==> config.mk <==
export PLATFORM = sky130hd
export DESIGN_NAME = mem_bus_arbiter
export DESIGN_NICKNAME = d
export VERILOG_FILES = /design/src/rtl/mem_bus_pkg.sv /design/src/rtl/mem_rr_select.sv /design/src/rtl/mem_bus_arbiter.sv
export SDC_FILE = /design/constraint.sdc
export NUM_CORES = 1
export LEC_CHECK = 0
export CORE_MARGIN = 3
export CORE_UTILIZATION = 45
export CTS_CLUSTER_SIZE = 40
export DETAILED_ROUTE_END_ITERATION = 10
export PLACE_DENSITY = 0.86
export SLEW_MARGIN = 30
export SYNTH_ARGS = -nofsm -noshare
export SYNTH_HDL_FRONTEND = slang
export SYNTH_HIERARCHICAL = 1
export SYNTH_SLANG_ARGS = --single-unit
==> constraint.sdc <==
create_clock -name clk -period 3.8 [get_ports clk]
set_input_delay 0.76 -clock clk [delete_from_list [all_inputs] [get_ports clk]]
set_output_delay 0.76 -clock clk [all_outputs]
set_load 0.03 [all_outputs]
==> src/rtl/mem_bus_pkg.sv <==
// Shared definitions for the memory-bus arbiter slice.
//   state_t          : arbiter FSM states
//   ADDR_W_DEF/DATA_W_DEF : default bus widths
//   PORT_IF / PORT_D : port identifiers used for grant and last-grant
package mem_bus_pkg;

  typedef enum logic [1:0] {
    IDLE,
    ISSUE,
    WAIT,
    DONE
  } state_t;

  localparam int ADDR_W_DEF = 27;
  localparam int DATA_W_DEF = 32;

  localparam logic PORT_IF = 1'b0;
  localparam logic PORT_D  = 1'b1;

endpackage

==> src/rtl/mem_rr_select.sv <==
// Two-input round-robin selector.
//   clk, reset : clock, synchronous active-low reset
//   if_req     : fetch port pending
//   d_req      : data port pending
//   take       : the current grant is being committed (IDLE exit)
//   grant      : selected port (PORT_IF / PORT_D), valid when a request is pending
module mem_rr_select
  import mem_bus_pkg::*;
(
  input  logic clk,
  input  logic reset,
  input  logic if_req,
  input  logic d_req,
  input  logic take,
  output logic grant
);

  logic last_grant;

  // On contention the port that did not win last time goes first.
  always_comb begin
    grant = PORT_IF;
    if (d_req && !if_req) begin
      grant = PORT_D;
    end else if (d_req && if_req) begin
      grant = (last_grant == PORT_IF) ? PORT_D : PORT_IF;
    end
  end

  // Resetting to the fetch port makes the data port win the first contention.
  always_ff @(posedge clk) begin
    if (!reset) begin
      last_grant <= PORT_IF;
    end else if (take) begin
      last_grant <= grant;
    end
  end

endmodule

==> src/rtl/mem_bus_arbiter.sv <==
// Fetch / load-store arbiter that masters the memory unit's start/busy bus.
//   clk, reset            : clock, synchronous active-low reset
//   init_done             : memory unit ready; nothing issues while low
//   if_req/if_addr        : fetch request (level, held until if_ack)
//   if_ack/if_q           : one-cycle ack, fetch data held until next ack
//   d_req/d_we/d_addr/d_data : data request (level, held until d_ack)
//   d_ack/d_q             : one-cycle ack, load data held until next ack
//   err                   : pulses with the ack of a transfer that timed out
//   mem_address/mem_data/mem_we/mem_start : registered memory bus
//   mem_busy/mem_q        : memory unit status and read data
//
// state | meaning
// IDLE  | waiting for a request, init_done and memory not busy
// ISSUE | mem_start high, waiting for mem_busy to rise
// WAIT  | memory busy, waiting for mem_busy to fall
// DONE  | ack (and err on timeout) pulsed, mem_start low
module mem_bus_arbiter
  import mem_bus_pkg::*;
#(
  parameter int ADDR_W  = ADDR_W_DEF,
  parameter int DATA_W  = DATA_W_DEF,
  parameter int TIMEOUT = 1024
) (
  input  logic              clk,
  input  logic              reset,
  input  logic              init_done,
  input  logic              if_req,
  input  logic [ADDR_W-1:0] if_addr,
  output logic              if_ack,
  output logic [DATA_W-1:0] if_q,
  input  logic              d_req,
  input  logic              d_we,
  input  logic [ADDR_W-1:0] d_addr,
  input  logic [DATA_W-1:0] d_data,
  output logic              d_ack,
  output logic [DATA_W-1:0] d_q,
  output logic              err,
  output logic [ADDR_W-1:0] mem_address,
  output logic [DATA_W-1:0] mem_data,
  output logic              mem_we,
  output logic              mem_start,
  input  logic              mem_busy,
  input  logic [DATA_W-1:0] mem_q
);

  localparam int CNT_W = $clog2(TIMEOUT + 1);

  state_t           state;
  logic             grant_port;
  logic             sel_port;
  logic             issue;
  logic [CNT_W-1:0] wd_cnt;
  logic             wd_expired;
  logic             fin_ok;
  logic             fin_to;

  assign issue      = (state == IDLE) && init_done && !mem_busy && (if_req || d_req);
  // wd_cnt holds the number of ISSUE/WAIT cycles already completed.
  assign wd_expired = (wd_cnt == CNT_W'(TIMEOUT - 1));
  // A real completion wins over the watchdog when both happen in the same cycle.
  assign fin_ok     = (state == WAIT) && !mem_busy;
  assign fin_to     = ((state == ISSUE) || ((state == WAIT) && mem_busy)) && wd_expired;

  mem_rr_select u_rr_select (
    .clk    (clk),
    .reset  (reset),
    .if_req (if_req),
    .d_req  (d_req),
    .take   (issue),
    .grant  (sel_port)
  );

  always_ff @(posedge clk) begin
    if (!reset) begin
      state       <= IDLE;
      grant_port  <= PORT_IF;
      wd_cnt      <= '0;
      mem_address <= '0;
      mem_data    <= '0;
      mem_we      <= 1'b0;
      mem_start   <= 1'b0;
      if_q        <= '0;
      d_q         <= '0;
      if_ack      <= 1'b0;
      d_ack       <= 1'b0;
      err         <= 1'b0;
    end else begin
      if_ack <= 1'b0;
      d_ack  <= 1'b0;
      err    <= 1'b0;
      unique case (state)
        IDLE: begin
          if (issue) begin
            grant_port <= sel_port;
            wd_cnt     <= '0;
            mem_start  <= 1'b1;
            if (sel_port == PORT_D) begin
              mem_address <= d_addr;
              mem_data    <= d_data;
              mem_we      <= d_we;
            end else begin
              // Fetches carry no write data; mem_data keeps its last value.
              mem_address <= if_addr;
              mem_we      <= 1'b0;
            end
            state <= ISSUE;
          end
        end
        ISSUE, WAIT: begin
          wd_cnt <= wd_cnt + 1'b1;
          if (fin_ok || fin_to) begin
            // Dropping start here keeps it low before the memory's next negedge.
            mem_start <= 1'b0;
            err       <= fin_to;
            state     <= DONE;
            if (grant_port == PORT_D) begin
              d_q   <= fin_ok ? mem_q : '0;
              d_ack <= 1'b1;
            end else begin
              if_q   <= fin_ok ? mem_q : '0;
              if_ack <= 1'b1;
            end
          end else if ((state == ISSUE) && mem_busy) begin
            state <= WAIT;
          end
        end
        DONE: begin
          state <= IDLE;
        end
        default: begin
          state <= IDLE;
        end
      endcase
    end
  end

endmodule

==> results.cfg, run 1 <==
[clocking]
numCtsBuffers = 17
cts_setup_buffers = 0
clk_latency_ns = 0.42
clkTransAtPathRegs_ns = 0.06
clockBufferDepth = 2
cts_max_level = 4
ctsHoldBuffers = 0
cts_tree = built
cts_sinks = 143
cts_resized = 0
ctsRootBufferMaster = clkbuf_16

[worst_hold_path]
min_from = mem_data[6]
hp-class = flop to flop
whs_endpoint = mem_data[6]
hold_depth = 2

[sta]
setup_viol = 0
period_share_pct = 68.22
max_freq_mhz = 385.7
skew_ns = 0.01039
worstMarginPinSlew_ns = 0.7896
rsz0062_at_grt = false
maxSlewHeadroom_pct = 47.20
finalCriticalPeriod_ns = 2.593
hold_viol_final = 0
fin_tns_setup_ns = 0
maxSlewViolCount = 0
setup_slack_ns = 1.207

[pwr]
powerDensity_mw_per_mm2 = 463.0
ir_worst_vdd_mv = 0.2949
power.total_w = 0.004052
p_leak_nw = 3.125

[die]
dieArea_sq_mm = 0.01381
io-pin-count = 253
start_util_pct = 46.40
coreArea_sq_mm = 0.01206
die_h_um = 117.5
num_rows = 40
die_width_um = 117.5

[logic_synthesis]
synthCells = 633
synth_cell_types = 49
syn_area_sq_mm = 0.005597
ys_warn_count = 6
synth_top_family_by_area = compound AO/OA/AOI/OAI gates
synth_nets = 763
synth_top_area_share_pct = 51.15
synth.largest_area_cell = dfxtp_1
synthSimpleGateAreaFrac_pct = 17.93
yosysSeqAreaShare_pct = 51.15
synth_area_leaders = dfxtp_1 (51%), nand2_1 (11%), o22ai_1 (6.3%), mux2i_1 (5.2%), a21oi_1 (3.8%)
synthMuxAreaShare_pct = 5.187
synth_edf_count = 0
async_flop_share_pct = 0
synth_xor_area_share_pct = 0
ys_seq_elements = 143
synth_compound_area_share_pct = 19.49
synthFlopType = dfxtp_1
syn_area_per_cell_sq_um = 8.841
synth_fa_ha_area_share_pct = 1.118

[global_routing]
grt_pass1_vias = 5588
antenna_found_initial = 0
track_usage_pct = 24.13
grtUsageMet1_pct = 26.56
grt.busiest_layer = met2
overflow = 0
grt_first_pass_wirelength_um = 27510
grt_max_degree = 84
grtUsageMet3_pct = 10.28
use_met2_pct = 41.11

[detailed_routing]
firstDrtPassIters = 5
wirelength_um = 17000
viasPerCell = 5.345
drtIter0Drc = 554
antenna_left = 0
wl_per_cell_um = 16.29
vias = 5580
route.detailed.drc = 0

[placed_design]
port_buffers = 252
dp_slack_ns = 0.7843
hpwl_um = 12230
dp_cells = 1012
routabilityCongestion = 0.8586

[worst_setup_path]
arrival_ns = 2.86
critPathMaxFanout = 32
cp_slowest_cell = or4_1
regToRegSetupSlack_ns = 1.38
crit_path_cell_trace = clkdlybuf4s50_1 -> a21oi_1 -> or4_1 -> a21boi_4 -> buf_4 -> o22ai_1
rr_endpoint = if_q[0]
rr_worst_depth = 7
critPathKind = primary input to flop
slowest_delay_ns = 0.70
reg2reg_from = state[0]
worstSetupEndpointType = flop
critPathLaunchType = primary input
critPathRequiredTime_ns = 4.07

[status]
status = complete, no violations

[finish]
final_cells = 1044
drive_gt1_share_pct = 6.621
syn_to_final_growth_pct = 56.36
final_nets = 993
antenna_cells = 0

[flow_run]
maxCapViolations = 0
## kinds of logic after synthesis
kind of cell | after synthesis
adders and majority gates | 5
DFF | 143
AOI/OAI and AO/OA | 160
muxes | 29
buffers and inverters | 58
and+or+nand+nor | 238
## Yosys cell counts, drive strengths merged, types with 6 or more instances
library cell,n
nand2,169
o22ai,64
a21oi,44
o21ai,6
clkbuf,32
inv,7
buf,19
nand4,6
mux2i,29
nor2,32
dfxtp,143
a211oi,28
## critical path: cells and delay by family
| family | cells | cell delay (ns) |
|---|---|---|
| buffers and inverters | 2 | 0.93 |
| AND/OR/NAND/NOR | 1 | 0.70 |
| AO/OA/AOI/OAI | 3 | 0.45 |
## through the flow
| stage | hold WS (ns) | area [sq um] | util [%] |
|---|---|---|---|
| finish | 0.4555 | 8751 | 72.55 |
| global route | 0.4732 | 8751 | 72.55 |
| CTS | 0.4555 | 8751 | 72.55 |
| detailed placement | 0.4462 | 8147 | 67.54 |
| global placement | 0.4414 | 8147 | 67.54 |
| floorplan | 0.4531 | 5597 | - |
## layer usage
layer / part of all wire [%] / routed length [um]
met2: 48 / 8222
met1: 39 / 6584
met5: 0 / 0
met3: 10 / 1696
met4: 2.9 / 501
## worst max path at each step
stage | start | cells after the start | slack, ns | to
6_report | mem_busy | 6 | 1.21 | if_q[0]
5_1_grt | mem_busy | 7 | 1.06 | mem_address[13]
4_1_cts | mem_busy | 6 | 1.23 | if_q[0]
3_5_place_dp | mem_busy | 6 | 0.78 | if_q[0]
3_3_place_gp | mem_busy | 6 | 0.88 | if_q[1]
2_1_floorplan | init_done | 7 | 1.68 | u_rr_select/last_grant
## cell usage in the layout, fill, tap and decap left out, types with 2 or more instances in the layout
cell             synthesis  final
nand4_1                  5      5
a21oi_1                 43     43
clkbuf_16                0     17
ha_1                     5      5
o21ai_0                  5      5
a211oi_1                28     28
or4_1                    5      5
clkinv_2                 0      3
nor2_1                  32     32
bufinv_16                0      3
o31ai_1                  4      4
nand2_1                169    169
inv_1                    7      6
o22ai_2                  8      8
buf_4                    1     10
and4_1                   2      2
nand3_1                  4      4
nor3_1                   2      2
mux2i_1                 29     29
clkinvlp_4               0      4
o22ai_1                 56     56
dfxtp_1                143    143
nand2b_1                 3      3
a21boi_4                 1      2
nor2b_1                  5      5
or3_1                    3      3
inv_6                    0      2
clkdlybuf4s50_1          0    251
## power breakdown
part           total (W)  switching [W]  internal (W)
sequential       0.00162      0.0000449       0.00157
combinational   0.000747       0.000416      0.000332
clock            0.00169       0.000637       0.00105
total            0.00405        0.00110       0.00295
## cell type report
type,instances,area [sq um]
clock inverters,13,161.4
clock buffers,19,442.9
multi-input cells,432,2455
flip-flops and latches,143,2863
repair buffers,262,2592
inverters,7,26.28
well taps,168,210.2
fillers,827,3311
## state kept, by name (all words and copies together), names as in the netlist
register,count
mem_address,27
mem_data,32
grant_port,1
d_q,32
if_q,32
d_ack,1
mem_start,1
wd_cnt,11
u_rr_select/last_grant,1
mem_we,1
state,2
if_ack,1
err,1
Power figures use the tool's default switching activity.
==> run 2, diff against run 1 <==
Settings changed: CORE_UTILIZATION 45 to 38, PLACE_DENSITY 0.86 to 0.77.
Clock period 3.8 ns to 2.21 ns, I/O delays scaled along.
==> results.cfg, run 2 (synthesis results as in run 1) <==
[sta]
max_freq_mhz = 490.0
setup_slack_ns = 0.1693
period_share_pct = 92.34
fin_tns_setup_ns = 0
setup_viol = 0
rsz0062_at_grt = false
maxSlewViolCount = 0
worstMarginPinSlew_ns = 0.5511
maxSlewHeadroom_pct = 63.14
timing.hold.ws_ns = 0.4495
skew_ns = 0.007075
finalCriticalPeriod_ns = 2.041
hold_viol_final = 0

[global_routing]
grtUsageMet3_pct = 7.818
grt_max_degree = 103
grt.busiest_layer = met2
overflow = 0
grtUsageMet1_pct = 23.67
grt_first_pass_wirelength_um = 26000
grt_pass1_vias = 5225
track_usage_pct = 19.83
antenna_found_initial = 0
use_met2_pct = 32.58

[finish]
register_area_sq_mm = 0.002863
top_regs = d_q x32, if_q x32, mem_data x32
fillers = 1216
drive_gt1_share_pct = 8.389
mostFrequentLayoutCells = clkdlybuf4s50_1 (251), nand2_1 (169), dfxtp_1 (143)
syn_to_final_growth_pct = 61.19
antenna_cells = 0
final_nets = 1012
multi_input_area_sq_mm = 0.002455
layout_commonest_cell = clkdlybuf4s50_1

[die]
io-pin-count = 253
start_util_pct = 39.55
num_rows = 43
coreArea_sq_mm = 0.01415
dieArea_sq_mm = 0.01622
die_width_um = 127.4
die_h_um = 127.4

[clocking]
cts_tree = built
clkTransAtPathRegs_ns = 0.06
cts_sinks = 143
ctsHoldBuffers = 0
clk_latency_ns = 0.41
numCtsBuffers = 17
ctsRootBufferMaster = clkbuf_16
clockBufferDepth = 2
cts_resized = 0
cts_setup_buffers = 0
cts_max_level = 4

[worst_setup_path]
startpoint = state[0]
reg2reg_from = state[0]
crit_end = if_q[0]
critPathMaxFanout = 28
arrival_ns = 2.33
rr_worst_depth = 7
critPathLaunchType = flop
critPathRequiredTime_ns = 2.50
worstSetupEndpointType = flop
rr_endpoint = if_q[0]
regToRegSetupSlack_ns = 0.17
critPathKind = flop to flop

[detailed_routing]
wl_per_cell_um = 15.42
firstDrtPassIters = 4
drtIter0Drc = 340
wirelength_um = 16570
route.detailed.drc = 0
antenna_left = 0
viasPerCell = 5.103
vias = 5481

[flow_run]
maxCapViolations = 0

[pwr]
powerDensity_mw_per_mm2 = 796.7
power.total_w = 0.007187
ir_worst_vdd_mv = 0.5548
p_leak_nw = 3.265

[placed_design]
port_buffers = 252
hpwl_um = 11790
routabilityCongestion = 0.7998
dp_slack_ns = -0.1327

[status]
status = complete, no violations

[worst_hold_path]
hp-class = flop to flop
run 2: cell count changes in the layout (fill, tap and decap cells not counted):
cell | previous run | this run
clkinv_4 | 1 | 0
clkinv_2 | 3 | 2
buf_4 | 10 | 22
clkbuf_8 | 1 | 3
buf_12 | 0 | 7
bufinv_16 | 3 | 4
clkinvlp_4 | 4 | 1
clkbuf_1 | 1 | 2
run 2: critical path, stage by stage (launching register included):
cell and delay (ns):
dfxtp_1 0.32, inv_1 0.13, ha_1 0.19, a21oi_1 0.06
or4_1 0.65, a21boi_4 0.24, buf_12 0.22, o22ai_1 0.10
run 2: power by group:
| group | total [W] | switching (W) | internal, W |
|---|---|---|---|
| Combinational | 0.00137 | 0.000724 | 0.000643 |
| Sequential | 0.00277 | 0.0000694 | 0.00270 |
| Clock | 0.00305 | 0.00107 | 0.00198 |
| Total | 0.00719 | 0.00186 | 0.00532 |
run 2: worst min-delay path by stage:
stage	start	endpoint	slack (ns)	cells past startpoint
final	mem_data[14]	mem_data[14]	0.45	2
after global routing	mem_data[26]	mem_data[26]	0.47	2
after detailed placement	mem_data[12]	mem_data[12]	0.45	2
after floorplan	wd_cnt[10]	wd_cnt[10]	0.45	2
after CTS	reset	wd_cnt[9]	0.45	4
after global placement	mem_data[19]	mem_data[19]	0.44	2
run 2: area by class of cell:
| class | count | area share [%] |
|---|---|---|
| clock inverters | 9 | 1.720 |
| repair buffers | 281 | 31.29 |
| well taps | 180 | 2.497 |
| inverters | 7 | 0.2913 |
| clock buffers | 22 | 5.257 |
| flip-flops and latches | 143 | 31.73 |
| multi-input cells | 432 | 27.21 |
run 2: through the flow:
| step | instances | cell area (sq um) | util, % |
|---|---|---|---|
| 2_1_floorplan | 633 | 5597 | - |
| 3_3_place_gp | 1043 | 8392 | 59.31 |
| 3_5_place_dp | 1043 | 8392 | 59.31 |
| 4_1_cts | 1074 | 9021 | 63.75 |
| 5_1_grt | 1074 | 9021 | 63.75 |
| 6_report | 1074 | 9021 | 63.75 |
run 2: layer usage:
metal / wire length [um] / up-vias
li1: - / 2722
met4: 303 / 0
met5: 0 / -
met1: 6788 / 2480
met3: 1799 / 23
met2: 7674 / 256
